==> config.mk <==
export PLATFORM = sky130hd
export DESIGN_NAME = fft_frame_sequencer_flat
export DESIGN_NICKNAME = d
export VERILOG_FILES = /design/src/rtl/fft_frame_sequencer_if.sv /design/src/rtl/fft_frame_sequencer.sv /design/src/flat_wrapper.sv
export SDC_FILE = /design/constraint.sdc
export NUM_CORES = 1
export LEC_CHECK = 0
export CAP_MARGIN = 20
export CORE_MARGIN = 2
export CORE_UTILIZATION = 50
export CTS_CLUSTER_SIZE = 24
export DETAILED_ROUTE_END_ITERATION = 8
export PLACE_DENSITY = 0.69
export SETUP_SLACK_MARGIN = 0.5
export SLEW_MARGIN = 20
export SYNTH_ARGS = -nofsm -noshare
export SYNTH_HDL_FRONTEND = slang
export SYNTH_SLANG_ARGS = --single-unit
==> constraint.sdc <==
create_clock -name clk40 -period 5.9 [get_ports clk40]
set_input_delay 0.885 -clock clk40 [delete_from_list [all_inputs] [get_ports clk40]]
set_output_delay 0.885 -clock clk40 [all_outputs]
set_load 0.01 [all_outputs]
==> src/rtl/fft_frame_sequencer_if.sv <==
// Handshake and status bundle between the frame sequencer and the ADC/FFT datapath.
// The sequencer takes the master side; the sink/controller side takes the slave side.
interface fft_frame_sequencer_if #(
    parameter int unsigned NSINK = 3
);
    localparam int unsigned SelW = $clog2(NSINK);

    logic            enable;
    logic            fft_ready;
    logic            fft_done;
    logic            cap_valid;
    logic            cap_sop;
    logic            cap_eop;
    logic [SelW-1:0] sel_a;
    logic [SelW-1:0] sel_b;
    logic            result_strobe;
    logic            busy;
    logic            overrun;
    logic            timeout_err;

    modport master (
        input  enable,
        input  fft_ready,
        input  fft_done,
        output cap_valid,
        output cap_sop,
        output cap_eop,
        output sel_a,
        output sel_b,
        output result_strobe,
        output busy,
        output overrun,
        output timeout_err
    );

    modport slave (
        output enable,
        output fft_ready,
        output fft_done,
        input  cap_valid,
        input  cap_sop,
        input  cap_eop,
        input  sel_a,
        input  sel_b,
        input  result_strobe,
        input  busy,
        input  overrun,
        input  timeout_err
    );
endinterface

==> src/rtl/fft_frame_sequencer.sv <==
// Schedules one N-sample FFT frame per frame tick, stepping through every ADC channel pair
// in lexicographic order and flagging missed ticks and FFT result timeouts.
module fft_frame_sequencer #(
    parameter int unsigned NSINK   = 3,
    parameter int unsigned FFT     = 11,
    parameter int unsigned FREQ    = 5000,
    parameter int unsigned CLKHZ   = 40000000,
    parameter int unsigned TIMEOUT = 65535
) (
    input logic                   clk40,
    input logic                   reset,
    fft_frame_sequencer_if.master bus
);
    localparam int unsigned N      = 2 ** FFT;
    localparam int unsigned PERIOD = CLKHZ / FREQ;
    localparam int unsigned SelW   = $clog2(NSINK);
    localparam int unsigned TickW  = $clog2(PERIOD);
    localparam int unsigned WaitW  = $clog2(TIMEOUT + 1);

    localparam logic [TickW-1:0] TickLast = TickW'(PERIOD - 1);
    localparam logic [FFT-1:0]   SampLast = FFT'(N - 1);
    localparam logic [WaitW-1:0] WaitLast = WaitW'(TIMEOUT - 1);
    localparam logic [SelW-1:0]  LastB    = SelW'(NSINK - 1);
    localparam logic [SelW-1:0]  LastA    = SelW'(NSINK - 2);

    localparam logic [2:0] StIdle     = 3'd0;
    localparam logic [2:0] StWaitTick = 3'd1;
    localparam logic [2:0] StCapture  = 3'd2;
    localparam logic [2:0] StDrain    = 3'd3;
    localparam logic [2:0] StAdvance  = 3'd4;

    logic [2:0]       state_q, state_d;
    logic [TickW-1:0] tick_cnt_q, tick_cnt_d;
    logic [FFT-1:0]   samp_cnt_q, samp_cnt_d;
    logic [WaitW-1:0] wait_cnt_q, wait_cnt_d;
    logic [SelW-1:0]  sel_a_q, sel_a_d;
    logic [SelW-1:0]  sel_b_q, sel_b_d;
    logic             strobe_q, strobe_d;
    logic             overrun_q, overrun_d;
    logic             timeout_q, timeout_d;

    logic tick;
    logic in_frame;
    logic capturing;
    logic accept;

    assign capturing = (state_q == StCapture);
    assign in_frame  = (state_q == StCapture) || (state_q == StDrain) || (state_q == StAdvance);
    assign accept    = capturing && bus.fft_ready;
    assign tick      = bus.enable && (tick_cnt_q == TickLast);

    always_comb begin
        tick_cnt_d = tick_cnt_q + 1'b1;
        if (!bus.enable || tick) begin
            tick_cnt_d = '0;
        end
    end

    always_comb begin
        state_d    = state_q;
        samp_cnt_d = samp_cnt_q;
        wait_cnt_d = wait_cnt_q;
        sel_a_d    = sel_a_q;
        sel_b_d    = sel_b_q;
        strobe_d   = 1'b0;
        timeout_d  = timeout_q;
        // A tick that arrives while a frame is still in flight is dropped, not queued.
        overrun_d  = overrun_q | (tick & in_frame);

        case (state_q)
            StIdle: begin
                if (bus.enable) begin
                    state_d = StWaitTick;
                end
            end
            StWaitTick: begin
                if (!bus.enable) begin
                    state_d = StIdle;
                end else if (tick) begin
                    state_d    = StCapture;
                    samp_cnt_d = '0;
                end
            end
            StCapture: begin
                if (accept) begin
                    if (samp_cnt_q == SampLast) begin
                        state_d    = StDrain;
                        samp_cnt_d = '0;
                        wait_cnt_d = '0;
                    end else begin
                        samp_cnt_d = samp_cnt_q + 1'b1;
                    end
                end
            end
            StDrain: begin
                if (bus.fft_done) begin
                    state_d  = StAdvance;
                    strobe_d = 1'b1;
                end else if (wait_cnt_q == WaitLast) begin
                    state_d   = StAdvance;
                    timeout_d = 1'b1;
                end else begin
                    wait_cnt_d = wait_cnt_q + 1'b1;
                end
            end
            StAdvance: begin
                if (sel_b_q == LastB) begin
                    if (sel_a_q == LastA) begin
                        sel_a_d = '0;
                        sel_b_d = SelW'(1);
                    end else begin
                        sel_a_d = sel_a_q + 1'b1;
                        sel_b_d = sel_a_q + SelW'(2);
                    end
                end else begin
                    sel_b_d = sel_b_q + 1'b1;
                end
                state_d = bus.enable ? StWaitTick : StIdle;
            end
            default: begin
                state_d = StIdle;
            end
        endcase
    end

    always_ff @(posedge clk40) begin
        if (!reset) begin
            state_q    <= StIdle;
            tick_cnt_q <= '0;
            samp_cnt_q <= '0;
            wait_cnt_q <= '0;
            sel_a_q    <= '0;
            sel_b_q    <= SelW'(1);
            strobe_q   <= 1'b0;
            overrun_q  <= 1'b0;
            timeout_q  <= 1'b0;
        end else begin
            state_q    <= state_d;
            tick_cnt_q <= tick_cnt_d;
            samp_cnt_q <= samp_cnt_d;
            wait_cnt_q <= wait_cnt_d;
            sel_a_q    <= sel_a_d;
            sel_b_q    <= sel_b_d;
            strobe_q   <= strobe_d;
            overrun_q  <= overrun_d;
            timeout_q  <= timeout_d;
        end
    end

    assign bus.cap_valid     = capturing;
    assign bus.cap_sop       = capturing && (samp_cnt_q == '0);
    assign bus.cap_eop       = capturing && (samp_cnt_q == SampLast);
    assign bus.sel_a         = sel_a_q;
    assign bus.sel_b         = sel_b_q;
    assign bus.result_strobe = strobe_q;
    assign bus.busy          = in_frame;
    assign bus.overrun       = overrun_q;
    assign bus.timeout_err   = timeout_q;
endmodule

==> src/flat_wrapper.sv <==
// flat-port wrapper written by rule: the top's interface ports become plain ports
module fft_frame_sequencer_flat 
#(
    parameter int unsigned NSINK   = 3,
    parameter int unsigned FFT     = 11,
    parameter int unsigned FREQ    = 5000,
    parameter int unsigned CLKHZ   = 40000000,
    parameter int unsigned TIMEOUT = 65535
)
  (clk40, reset, bus_enable, bus_fft_ready, bus_fft_done, bus_cap_valid, bus_cap_sop, bus_cap_eop, bus_sel_a, bus_sel_b, bus_result_strobe, bus_busy, bus_overrun, bus_timeout_err);
  fft_frame_sequencer_if #(.NSINK(NSINK)) bus_i ();
  input logic clk40;
  input logic reset;
  input wire logic [$bits(bus_i.enable)-1:0] bus_enable;
  input wire logic [$bits(bus_i.fft_ready)-1:0] bus_fft_ready;
  input wire logic [$bits(bus_i.fft_done)-1:0] bus_fft_done;
  output wire logic [$bits(bus_i.cap_valid)-1:0] bus_cap_valid;
  output wire logic [$bits(bus_i.cap_sop)-1:0] bus_cap_sop;
  output wire logic [$bits(bus_i.cap_eop)-1:0] bus_cap_eop;
  output wire logic [$bits(bus_i.sel_a)-1:0] bus_sel_a;
  output wire logic [$bits(bus_i.sel_b)-1:0] bus_sel_b;
  output wire logic [$bits(bus_i.result_strobe)-1:0] bus_result_strobe;
  output wire logic [$bits(bus_i.busy)-1:0] bus_busy;
  output wire logic [$bits(bus_i.overrun)-1:0] bus_overrun;
  output wire logic [$bits(bus_i.timeout_err)-1:0] bus_timeout_err;
  assign bus_i.enable = bus_enable;
  assign bus_i.fft_ready = bus_fft_ready;
  assign bus_i.fft_done = bus_fft_done;
  assign bus_cap_valid = bus_i.cap_valid;
  assign bus_cap_sop = bus_i.cap_sop;
  assign bus_cap_eop = bus_i.cap_eop;
  assign bus_sel_a = bus_i.sel_a;
  assign bus_sel_b = bus_i.sel_b;
  assign bus_result_strobe = bus_i.result_strobe;
  assign bus_busy = bus_i.busy;
  assign bus_overrun = bus_i.overrun;
  assign bus_timeout_err = bus_i.timeout_err;
  fft_frame_sequencer #(.NSINK(NSINK), .FFT(FFT), .FREQ(FREQ), .CLKHZ(CLKHZ), .TIMEOUT(TIMEOUT)) u_core (.clk40(clk40), .reset(reset), .bus(bus_i));
endmodule
# After elaboration in Yosys (flattened, before gate mapping)
# Index checks and enable logic that the tools add are counted.
[totals]
inputBits = 5
out_inout_bits = 11
regBits = 50
word_cells = 79
[classes]
n_addsub = 6
muxes = 23
bitwise_logic = 4
eq_ne = 18
reduce_logical = 19
[ops]
columns = ["operator", "n"]
rows = [
  ["two-way mux 16 bit", 4],
  ["two-way mux 11 bit", 4],
  ["one-hot mux 16 bit (2 select lines)", 1],
  ["one-hot mux 11 bit (2 select lines)", 1],
  ["two-way mux 3 bit", 7],
  ["adder 16 x 1 -> 16 bit (second input constant)", 1],
  ["== test 16 bit (second input constant)", 1],
  ["one-hot mux 3 bit (5 select lines)", 1],
  ["adder 13 x 1 -> 13 bit (second input constant)", 1],
  ["== test 13 bit (second input constant)", 1],
  ["!= test 2 bit (second input constant)", 6],
  ["adder 11 x 1 -> 11 bit (second input constant)", 1],
  ["== test 11 bit (second input constant)", 1],
  ["logical NOT 11 bit", 1],
  ["AND reduction 5 bit", 2],
  ["== test 3 x 2 -> 1 bit (second input constant)", 2],
  ["two-way mux 2 bit", 3],
  ["adder 2 x 1 -> 2 bit (second input constant)", 2],
  ["logical AND 1 bit", 4],
  ["AND reduction 2 bit", 2],
  ["AND reduction 4 bit", 1],
  ["nonzero test 2 bit", 2],
  ["== test 3 x 1 -> 1 bit (second input constant)", 1],
  ["== test 3 bit (second input constant)", 1],
  ["15 further kinds", 19],
]

# Longest topological paths before layout
# Gate-level depths: netlist (run 1).
[depth]
depth_word = 5
mapped_depth = 8
ltp_nobuf = 7

# Worst setup path after synthesis (run 1)
# No wires, ideal clock.
[synth_timing]
kind = "input to register"
start = "input bus_enable"
end = "register u_core.samp_cnt_q[9]"
required_time_ps = 5827
setup_ps = 73
path_stages = 6
t_arrival_ps = 2116
path_slack_ps = 3712
n_path_buf = 1
cell_sequence = "nand2b_1 mux2_2 or2_0 buf_2 or4_1 a21oi_1"
[synth_via]
elab_chain_len = 3
elab_cells_between_ends = 4
cone_classes = "eq/ne (2); reduce/logical (2)"
[synth_lines]
columns = ["item", "line", "rtl"]
rows = [
  ["start: declaration", "flat_wrapper.sv:14", "input wire logic [$bits(bus_i.enable)-1:0] bus_enable;"],
  ["logical AND 1 bit", "fft_frame_sequencer.sv:50", "assign tick = bus.enable && (tick_cnt_q == TickLast);"],
  ["!= test 2 x 1 -> 1 bit (no line)", "n/a", ""],
  ["AND reduction 4 bit (no line) (*)", "n/a", ""],
  ["end signal: assignment", "fft_frame_sequencer.sv:140", "samp_cnt_q <= samp_cnt_d;"],
  ["end: declaration", "fft_frame_sequencer.sv:34", "logic [FFT-1:0] samp_cnt_q, samp_cnt_d;"],
]
# Every way passes the cells marked *; elsewhere a longest branch is shown, timed or not.
# A chain may end at the register's enable or synchronous reset.

# Final worst setup path (run 1)
[layout_timing]
start = "register u_core.samp_cnt_q[0]"
end = "output bus_cap_eop"
[layout_via]
elab_chain_len = 2
[layout_lines]
columns = ["item", "line", "rtl"]
rows = [
  ["== test 11 bit", "fft_frame_sequencer.sv:152", "assign bus.cap_eop = capturing && (samp_cnt_q == SampLast);"],
  ["logical AND 1 bit", "fft_frame_sequencer.sv:152", ""],
  ["end: declaration", "flat_wrapper.sv:19", "output wire logic [$bits(bus_i.cap_eop)-1:0] bus_cap_eop;"],
]
# No other way between the ends.

==> results.md, run 1 <==
- Seq/Total Area, Yosys: 40.0%
- Final hold slack: 0.460 ns
- Total CTS buffers: 5
- Worst skew pair latency: 0.30 ns
- Clock Sinks: 50
- Die Wd: 74.7 um
- Final Hold Vio Count: 0
- Placed cell count: 376
- Crit Path Class: flop to output pin
- IO buf count: 15
- Net count after synthesis: 317
- Global-route wire length before repair: 9.35 mm
- Number of diodes: 0
- Clk_skew: 0.00417 ns
- Post-synth top area share: 40.0%
- Hpwl dp: 3.65 mm
- Syn Area/Cell: 8.15 um^2
- Routed Antenna Nets: 0
- Synth warnings: 0
- CTS resizes: 0
- TritonCTS clock tree: built
- Hold_buf cts: 0
- Crit path max-delay cell type: clkdlybuf4s50_1
- Worst Path Arrival: 2.01 ns
- Slew headroom: 35.9%
- P per Cell Area: 203 mW/mm^2
- Residual DRC: 0
- Root buffer cell: clkbuf_8
- WL final: 5.27 mm
- Netlist Area Pre-Place: 0.00250 mm^2
- Most common cell after layout, fill and taps aside: dfxtp_1
- Nets: 326
- Largest net degree at the start of global routing: 21
- Max Cap Viol: 0
- DR iter-0 viols: 155
- Final Max Slew Viols: 0
- Post-synthesis cell type count: 49
- Fin Setup TNS: 0 ns
- Nature of the critical path endpoint: output pin
- Area after DPL: 0.00268 mm^2
- CP peak stage delay: 0.55 ns
- Cell family with most CP delay: buffers and inverters
- H-tree levels: 2
- Post-synth ARST share: 0%
- Number of detailed-route iterations in the first pass: 4
- WL/cell: 13.7 um
- Worst path required time: 5.02 ns
- Leak: 0.000878 uW
- Area leader, netlist: dfxtp_1
- Syn Inst Count: 307
- # fillers: 444
- Largest cells by area after synthesis: dfxtp_1 40%, nor2_1 5.1%, nand2_1 4.2%
- Worst hold path type: flop to flop
- Placer Congestion: 0.871
- Die Area: 0.00558 mm^2
- CTS Buffer Depth: 2
- Number of global-route vias before repair: 2143
- Post-CTS Setup Inserts: 0
- Crit Path Max Fanout: 5
- Fin crit share: 49.0%
- Fin cells: 384
- Worst path bufs/invs: 1
- Worst Max-Slew Pin Slew: 0.957 ns
- Run status: completed
- FP Rows: 25
- R2R Setup Slk: 3.57 ns
- I/O pin total: 16
- Ratio of cells with drive above 1 in the final layout: 5.68%
- Die span in y: 74.7 um
- Post-DR vias/cell: 5.80
- Register bit total from synthesis: 50
- Startpoint Class: flop
- Core area: 0.00479 mm^2
- Final worst path period need: 2.89 ns
- Detailed-route via count: 2227
- Number of synthesized flops with an enable pin: 0
- Peak supply drop: 0.000140 V
- Initial Util: 52.3%
- Cell Chain, Critical Path: ha_1 > and4_1 > nand4_1 > nor2_1 > clkdlybuf4s50_1
- P&R area growth vs syn: 11.1%
- Initial antenna violation count: 0
- Grt total ovfl: 0
- RSZ-0062 raised after global routing: no
- Final instance area: 0.00278 mm^2
- Total GRT Usage: 21.2%
- Clock transition at the registers of the reported paths: 0.09 ns
- Most frequent cells in the layout: 50 x dfxtp_1, 34 x nor2_1, 28 x nand2_1
- Final Setup Violations: 0
- Maximum clock frequency: 346 MHz
- Most used DFF post-synth: dfxtp_1
==> synthesized netlist by cell type, drive strengths merged (5+ instances only) <==
master	instances
clkbuf	9
and2	6
xor2	5
ha	5
and4	7
and3	8
a21oi	20
or4	7
nand4	5
a311oi	6
inv	11
o31ai	6
a31oi	9
dfxtp	50
o21ai	16
xnor2	7
nor3	9
nor2	34
nand3	19
nand2	29
==> per-layer routing <==
layer  vias to the layer above  global-route usage (%)  part of all wire, %
met4                         0                    7.74                  1.6
li1                       1144                       -                    -
met3                         9                    5.09                  3.4
met5                         -                       0                    0
met2                        32                    35.1                   47
met1                      1042                    27.1                   48
==> registers in the layout, indices dropped and copies added, names as in the netlist <==
register and flops:
u_core.bus.overrun 1, u_core.wait_cnt_q 16, u_core.samp_cnt_q 11, u_core.bus.sel_b 2
u_core.bus.sel_a 2, u_core.state_q 3, u_core.bus.timeout_err 1, u_core.tick_cnt_q 13
u_core.bus.result_strobe 1
==> report_power, final <==
part | switching (uW) | internal (uW) | total [uW]
Clock | 113 | 94.4 | 207
Sequential | 1.44 | 338 | 340
Combinational | 12.0 | 5.89 | 17.9
==> final timing paths <==
| path | startpoint | to | cells after the start |
|---|---|---|---|
| worst min-delay path | u_core.bus.sel_a[1] | u_core.bus.sel_a[1] | 2 |
| worst max-delay path | u_core.samp_cnt_q[0] | bus_cap_eop | 5 |
| worst max register to register | u_core.wait_cnt_q[0] | u_core.wait_cnt_q[15] | 7 |
| worst min register to register | u_core.bus.sel_a[1] | u_core.bus.sel_a[1] | 2 |
==> tightest hold or removal path: cells and delay by family (launching register included) <==
family / cells / cell delay (ns)
AO/OA/AOI/OAI: 1 / 0.03
AND/OR/NAND/NOR: 1 / 0.06
flip-flops: 1 / 0.34
==> stage by stage <==
stage	setup WS, ns	power (uW)	util (%)
floorplan	3.71	359	-
global placement	2.87	365	56.0
detailed placement	2.80	365	56.0
CTS	3.00	572	58.0
global route	2.90	585	58.0
finish	3.01	565	58.0
==> cell families after synthesis <==
kind of cell / count (synthesis) / synth area share, %
AO/OA/AOI/OAI: 75 / 19.9
AND/OR/NAND/NOR: 139 / 28.7
buffers and inverters: 24 / 3.90
adder cells (fa/ha/maj): 5 / 2.50
multiplexers: 2 / 0.850
flip-flops: 50 / 40.0
XOR/XNOR: 12 / 4.20
==> area by class of cell <==
type	instances	area [um^2]	share of cell area, %
Clock buffer	6	82.6	2.97
Sequential cell	50	1000	36.0
Inverter	11	41.3	1.49
Timing Repair Buffer	15	150	5.41
Multi-Input combinational cell	233	1410	50.6
Tap cell	67	83.8	3.02
Clock inverter	2	12.5	0.450
Note: power is estimated with default switching activity, not from simulation.
==> run 2: changes to the inputs <==
==> constraint.sdc (replaced) <==
create_clock -name clk40 -period 2.7 [get_ports clk40]
set_input_delay 0.405 -clock clk40 [delete_from_list [all_inputs] [get_ports clk40]]
set_output_delay 0.405 -clock clk40 [all_outputs]
set_load 0.01 [all_outputs]
==> run 2 against run 1 <==
First-iteration DRC count is 2.6% lower. Non-clock buffer count rose by 9. Global-route usage decreased by 0.64 points. Largest power group unchanged.
==> results.md, run 2 (same netlist as run 1, synthesis figures left out) <==
- Grt total ovfl: 0 (unchanged)
- FP Rows: 25 (unchanged)
- Switch share: 22.1% (-0.25 points)
- I/O pin total: 16 (unchanged)
- Clk_skew: 0.00786 ns (+0.00369 ns)
- Reg2reg end: u_core.samp_cnt_q[7]
- Peak supply drop: 0.000403 V (+190%)
- R2R Setup Slk: 0.66 ns (-2.91 ns)
- Root buffer cell: clkbuf_8
- Placer Congestion: 0.827 (-5.0%)
- Initial antenna violation count: 0 (unchanged)
- Hpwl dp: 3.73 mm (+2.3%)
- P&R area growth vs syn: 13.9%
- DR iter-0 viols: 151 (-2.6%)
- Length in cells of the worst reg-to-reg path: 7 (unchanged)
- P per Cell Area: 435 mW/mm^2 (+110%)
- Core area: 0.00479 mm^2 (unchanged)
- Final Max Slew Viols: 0 (unchanged)
- Post-DR vias/cell: 5.74 (-1.0%)
- TritonCTS clock tree: built
- Number of detailed-route iterations in the first pass: 5 (+1)
- Nets: 335 (+2.8%)
- Crit Path Class: input port to flop
- Maximum clock frequency: 473 MHz
- Final worst path period need: 2.12 ns
- Clock network power share: 36.3% (-0.4 points)
- Routed Antenna Nets: 0 (unchanged)
- Number of diodes: 0 (unchanged)
- Worst Path Arrival: 2.34 ns (+0.33 ns)
- Final Setup Violations: 0 (unchanged)
- Fin Setup TNS: 0 ns (unchanged)
- WL final: 5.33 mm (+1.1%)
- Clock Sinks: 50 (unchanged)
- Worst Max-Slew Pin Slew: 0.388 ns (-0.569 ns)
- Top flop regs: u_core.wait_cnt_q x16, u_core.tick_cnt_q x13, u_core.samp_cnt_q x11
- Worst hold path type: flop to flop
- CP peak stage delay: 0.53 ns (-0.02 ns)
- Sw power: 273 uW (+120%)
- Top reg by flops: u_core.wait_cnt_q
- Hold path depth: 2 (unchanged)
- IO buf count: 15 (unchanged)
- Startpoint Class: input port
- Share of power burned in registers: 60.0% (-0.2 points)
- CTS Buffer Depth: 2 (unchanged)
- Most frequent cells in the layout: 45 x dfxtp_1, 32 x nor2_1, 28 x nand2_1
- Run status: completed
- Detailed-route via count: 2256 (+1.3%)
- Die span in y: 74.7 um (unchanged)
- H-tree levels: 2 (unchanged)
- Worst Hold End: u_core.bus.sel_a[1]
- Most common cell after layout, fill and taps aside: dfxtp_1
- Nature of the critical path endpoint: flop
- WL/cell: 13.6 um (-1.2%)
- HP Start: u_core.bus.sel_a[1]
- Share of total power in combinational logic: 3.7% (+0.5 points)
- Residual DRC: 0 (unchanged)
- # fillers: 464 (+4.5%)
- Internal: 964 uW (+120%)
- Max Cap Viol: 0 (unchanged)
- Levels on crit path: 7 (+2)
- Post-CTS Setup Inserts: 0 (unchanged)
- Cell Chain, Critical Path: clkdlybuf4s50_1 > nand2b_1 > mux2_2 > or2_0 > buf_4 > or4_1 > a21oi_1
- Number of global-route vias before repair: 2059 (-3.9%)
- Largest net degree at the start of global routing: 20 (-4.8%)
- Hold_buf cts: 0 (unchanged)
- Total GRT Usage: 20.6% (-0.64 points)
- Clock transition at the registers of the reported paths: 0.09 ns (about the same)
- Final Hold Vio Count: 0 (unchanged)
- Die Wd: 74.7 um (unchanged)
- Die Area: 0.00558 mm^2 (unchanged)
- Worst skew pair latency: 0.30 ns (about the same)
- Pwr Total: 1240 uW (+120%)
- Worst path required time: 2.93 ns (-2.09 ns)
- Leak: 0.000937 uW (+6.8%)
- Crit path max-delay cell type: clkdlybuf4s50_1
- Crit Path Max Fanout: 17 (+12)
- Total CTS buffers: 5 (unchanged)
- RSZ-0062 raised after global routing: no
- Max reg flops: 16 (unchanged)
- Slew headroom: 73.9% (+38 points)
- Worst r2r src: u_core.tick_cnt_q[0]
- Ratio of cells with drive above 1 in the final layout: 10.4% (+4.8 points)
- Initial Util: 52.3% (unchanged)
- Worst path bufs/invs: 2 (+1)
- Fin crit share: 78.3%
- Global-route wire length before repair: 9.07 mm (-3.0%)
- Cell family with most CP delay: simple AND/OR/NAND/NOR gates
==> run 2: cell types whose count changed in the layout (fill, tap and decap cells not counted), sizes merged <==
cell,change
dlygate4sd2,+3
clkinvlp,-1
clkdlybuf4s50,-3
clkbuf,+1
buf,+9
==> run 2: power groups by stage <==
stage | Clock (uW) | Sequential [uW] | Combinational [uW]
after floorplan | 0 | 759 | 25.8
after global placement | 0 | 760 | 44.8
after detailed placement | 0 | 760 | 45.3
after CTS | 464 | 742 | 45.4
after global routing | 491 | 743 | 49.4
final | 449 | 743 | 45.6
==> run 2: tightest hold or removal path, stage by stage, from the launching register on <==
cell     delay [ns]
dfxtp_1        0.34
nand2_1        0.06
a31oi_1        0.03
==> run 2: layer usage <==
metal  up-vias  share of wire [%]  GRT usage (%)
met4         0               0.47           6.75
met2        27                 48           34.0
li1       1163                  -              -
met3         2                1.9           4.02
met5         -                  0              0
met1      1064                 50           27.1
==> run 2: through the flow <==
stage | utilization [%] | cell area (um^2) | setup slack [ns] | std cells | hold WS [ns]
final | 59.5 | 2850 | 0.585 | 393 | 0.459
after global routing | 59.5 | 2850 | 0.503 | 393 | 0.481
after CTS | 59.3 | 2840 | 0.526 | 393 | 0.461
after detailed placement | 57.4 | 2750 | 0.294 | 385 | 0.444
after global placement | 57.4 | 2750 | 0.339 | 385 | 0.440
after floorplan | - | 2500 | 0.788 | 307 | 0.423
==> run 2: final cells by class <==
class,instances,area [um^2],area share [%]
tap,67,83.8,2.94
timing repair buffer,24,214,7.51
sequential,50,1010,35.4
multi-input combinational,233,1410,49.5
clock buffer,7,86.3,3.03
inverter,11,41.3,1.45
clock inverter,1,5.00,0.176
==> run 2: worst max-delay path by stage <==
stage	to	slack, ns	from
final	u_core.samp_cnt_q[7]	0.58	bus_enable
after detailed placement	u_core.samp_cnt_q[7]	0.29	bus_enable
after CTS	bus_cap_valid	0.53	u_core.state_q[2]
after global placement	u_core.samp_cnt_q[7]	0.34	bus_enable
after global routing	u_core.samp_cnt_q[9]	0.50	bus_enable
after floorplan	u_core.wait_cnt_q[13]	0.79	u_core.wait_cnt_q[0]
==> run 2: repair_timing <==
action | CTS | global route
setup endpoints to repair | 4 | 17
pin swaps | 0 | 0
gates cloned | 0 | 0
resized for setup | 7 | 5
==> run 3: changes to the inputs <==
==> constraint.sdc (replaced) <==
create_clock -name clk40 -period 2 [get_ports clk40]
set_input_delay 0.3 -clock clk40 [delete_from_list [all_inputs] [get_ports clk40]]
set_output_delay 0.3 -clock clk40 [all_outputs]
set_load 0.01 [all_outputs]
==> run 3 against run 2 <==
Critical endpoint unchanged. Clock power rose by 62%. Die area unchanged. Critical path type is now flop to flop. Core utilization grew 16 points.
==> results.md, run 3 (same netlist as run 1, synthesis figures left out) <==
- Startpoint Class: flop
- Total GRT Usage: 25.3% (+4.8 points)
- Worst path required time: 2.24 ns (-0.69 ns)
- FP Rows: 25 (unchanged)
- Run status: completed
- Critical path startpoint: u_core.state_q[1]
- Cell Chain, Critical Path: nand2b_4 > mux2_4 > or2_4 > buf_6 > or4_1 > a21oi_1
- HP Start: u_core.bus.sel_a[1]
- Grt total ovfl: 0 (unchanged)
- Top flop regs: u_core.wait_cnt_q x16, u_core.tick_cnt_q x13, u_core.samp_cnt_q x11
- Crit Path Max Fanout: 7 (-10)
- Worst path bufs/invs: 1 (-1)
- Final instance area: 0.00362 mm^2 (+27%)
- Most frequent cells in the layout: 47 x buf_4, 32 x dfxtp_1, 28 x nor2_1
- TritonCTS clock tree: built
- Largest net degree at the start of global routing: 20 (unchanged)
- RSZ-0062 raised after global routing: yes
- Crit path max-delay cell type: or4_1
- Crit Path Class: flop to flop
- Pwr Total: 1830 uW (+48%)
- H-tree levels: 2 (unchanged)
- Worst skew pair latency: 0.31 ns (about the same)
- Initial Util: 52.3% (unchanged)
- Post-layout util: 75.6% (+16 points)
- IO buf count: 15 (unchanged)
- Final Setup Violations: 0 (unchanged)
- Worst hold path type: flop to flop
- Final worst path period need: 1.81 ns
- Routed Antenna Nets: 0 (unchanged)
- Maximum clock frequency: 552 MHz
- Slew headroom: 78.0% (+4.2 points)
- CTS Buffer Depth: 2 (unchanged)
- I/O pin total: 16 (unchanged)
- Clk_skew: 0.00788 ns (+0.0000171 ns)
- Clock Sinks: 50 (unchanged)
- Post-DR vias/cell: 5.91 (+3.0%)
- Length in cells of the worst reg-to-reg path: 6 (-1)
- Global-route wire length before repair: 11.1 mm (+22%)
- Levels on crit path: 6 (-1)
- Fin crit share: 90.5%
- Peak supply drop: 0.000420 V (+4.1%)
- Nature of the critical path endpoint: flop
- Most common cell after layout, fill and taps aside: buf_4
- Final Max Slew Viols: 0 (unchanged)
- Nets: 386 (+15%)
- Residual DRC: 0 (unchanged)
- Worst Max-Slew Pin Slew: 0.327 ns (-0.0611 ns)
- Fin Setup TNS: 0 ns (unchanged)
- Final Hold Vio Count: 0 (unchanged)
- Hpwl dp: 4.12 mm (+11%)
- Placer Congestion: 0.835 (+0.98%)
- Area after DPL: 0.00296 mm^2 (+7.7%)
- Core area: 0.00479 mm^2 (unchanged)
- P&R area growth vs syn: 44.6%
- Leak: 0.00129 uW (+37%)
- R2R Setup Slk: 0.19 ns (-0.47 ns)
- P per Cell Area: 505 mW/mm^2 (+16%)
- Die Area: 0.00558 mm^2 (unchanged)
- Max reg flops: 16 (unchanged)
- Die span in y: 74.7 um (unchanged)
- Die Wd: 74.7 um (unchanged)
- Cell family with most CP delay: simple AND/OR/NAND/NOR gates
- WL final: 6.91 mm (+30%)
- WL/cell: 15.6 um (+15%)
- CP peak stage delay: 0.46 ns (-0.07 ns)
- Max Cap Viol: 0 (unchanged)
- CP Capture Point: u_core.samp_cnt_q[7]
- Total CTS buffers: 5 (unchanged)
- DR iter-0 viols: 103 (-32%)
- Ratio of cells with drive above 1 in the final layout: 39.0% (+29 points)
- Number of detailed-route iterations in the first pass: 4 (-1)
- Initial antenna violation count: 0 (unchanged)
- # fillers: 326 (-30%)
- Detailed-route via count: 2625 (+16%)
- Number of global-route vias before repair: 2464 (+20%)
- Worst r2r src: u_core.state_q[1]
- Clock transition at the registers of the reported paths: 0.10 ns (about the same)
- Top reg by flops: u_core.wait_cnt_q
- Number of diodes: 0 (unchanged)
- Worst Path Arrival: 2.05 ns (-0.29 ns)
- Root buffer cell: clkbuf_8
- Reg2reg end: u_core.samp_cnt_q[7]
[run 3: cell count changes in the layout (fill, tap and decap cells not counted), sizes merged]
cell,delta
buf,+54
dlymetal6s2s,+2
inv,+1
dlygate4sd2,+3
bufinv,+1
clkbuf,-2
a21oi,+1
clkdlybuf4s50,-9
[run 3: layout make-up]
type | count | area (um^2) | area share, %
well taps | 67 | 83.8 | 2.32
clock buffers | 5 | 68.8 | 1.90
repair buffers | 74 | 616 | 17.0
clock inverters | 3 | 43.8 | 1.21
flip-flops and latches | 50 | 1040 | 28.7
inverters | 11 | 46.3 | 1.28
multi-input cells | 234 | 1720 | 47.6
[run 3: power breakdown]
| part | switching (uW) | internal (uW) |
|---|---|---|
| combinational | 53.6 | 44.9 |
| clock | 354 | 375 |
| sequential | 6.13 | 993 |
| total | 414 | 1410 |
[run 3: layer usage]
layer	wire (um)	vias to the layer above	track usage [%]
met1	2970	1266	30.0
met5	0	-	0
met2	3500	74	45.6
li1	-	1268	-
met3	276	17	4.55
met4	155	0	9.52
[run 3: worst register-to-register path: cells and delay by family, from the launching register on]
kind	cells	cell delay, ns
buf+inv	1	0.13
simple gates	3	0.85
flops	1	0.38
compound gates	1	0.12
mux	1	0.26
[run 3: per-stage QoR]
step                      hold slack [ns]  setup WS, ns  instances
after floorplan                     0.431         0.322        307
after global placement              0.439        -0.179        403
after detailed placement            0.446        -0.248        403
after CTS                           0.460         0.203        441
after global routing                0.490         0.137        444
final                               0.460         0.189        444
[run 3: worst min path at each step]
stage,slack (ns),cells after the start,endpoint
floorplan,0.43,1,u_core.tick_cnt_q[0]
global placement,0.44,2,u_core.bus.sel_a[1]
detailed placement,0.45,2,u_core.bus.sel_a[1]
CTS,0.46,2,u_core.bus.sel_a[1]
global route,0.49,2,u_core.bus.sel_a[1]
finish,0.46,2,u_core.bus.sel_a[1]
[run 3: timing repair]
item	in CTS	in global routing
gates resized for setup	84	25
setup endpoints to repair	51	50
endpoints found under the hold margin	0	0
buffers inserted	27	3
gates cloned	3	0
hold buffers	0	0
pin swaps	20	12
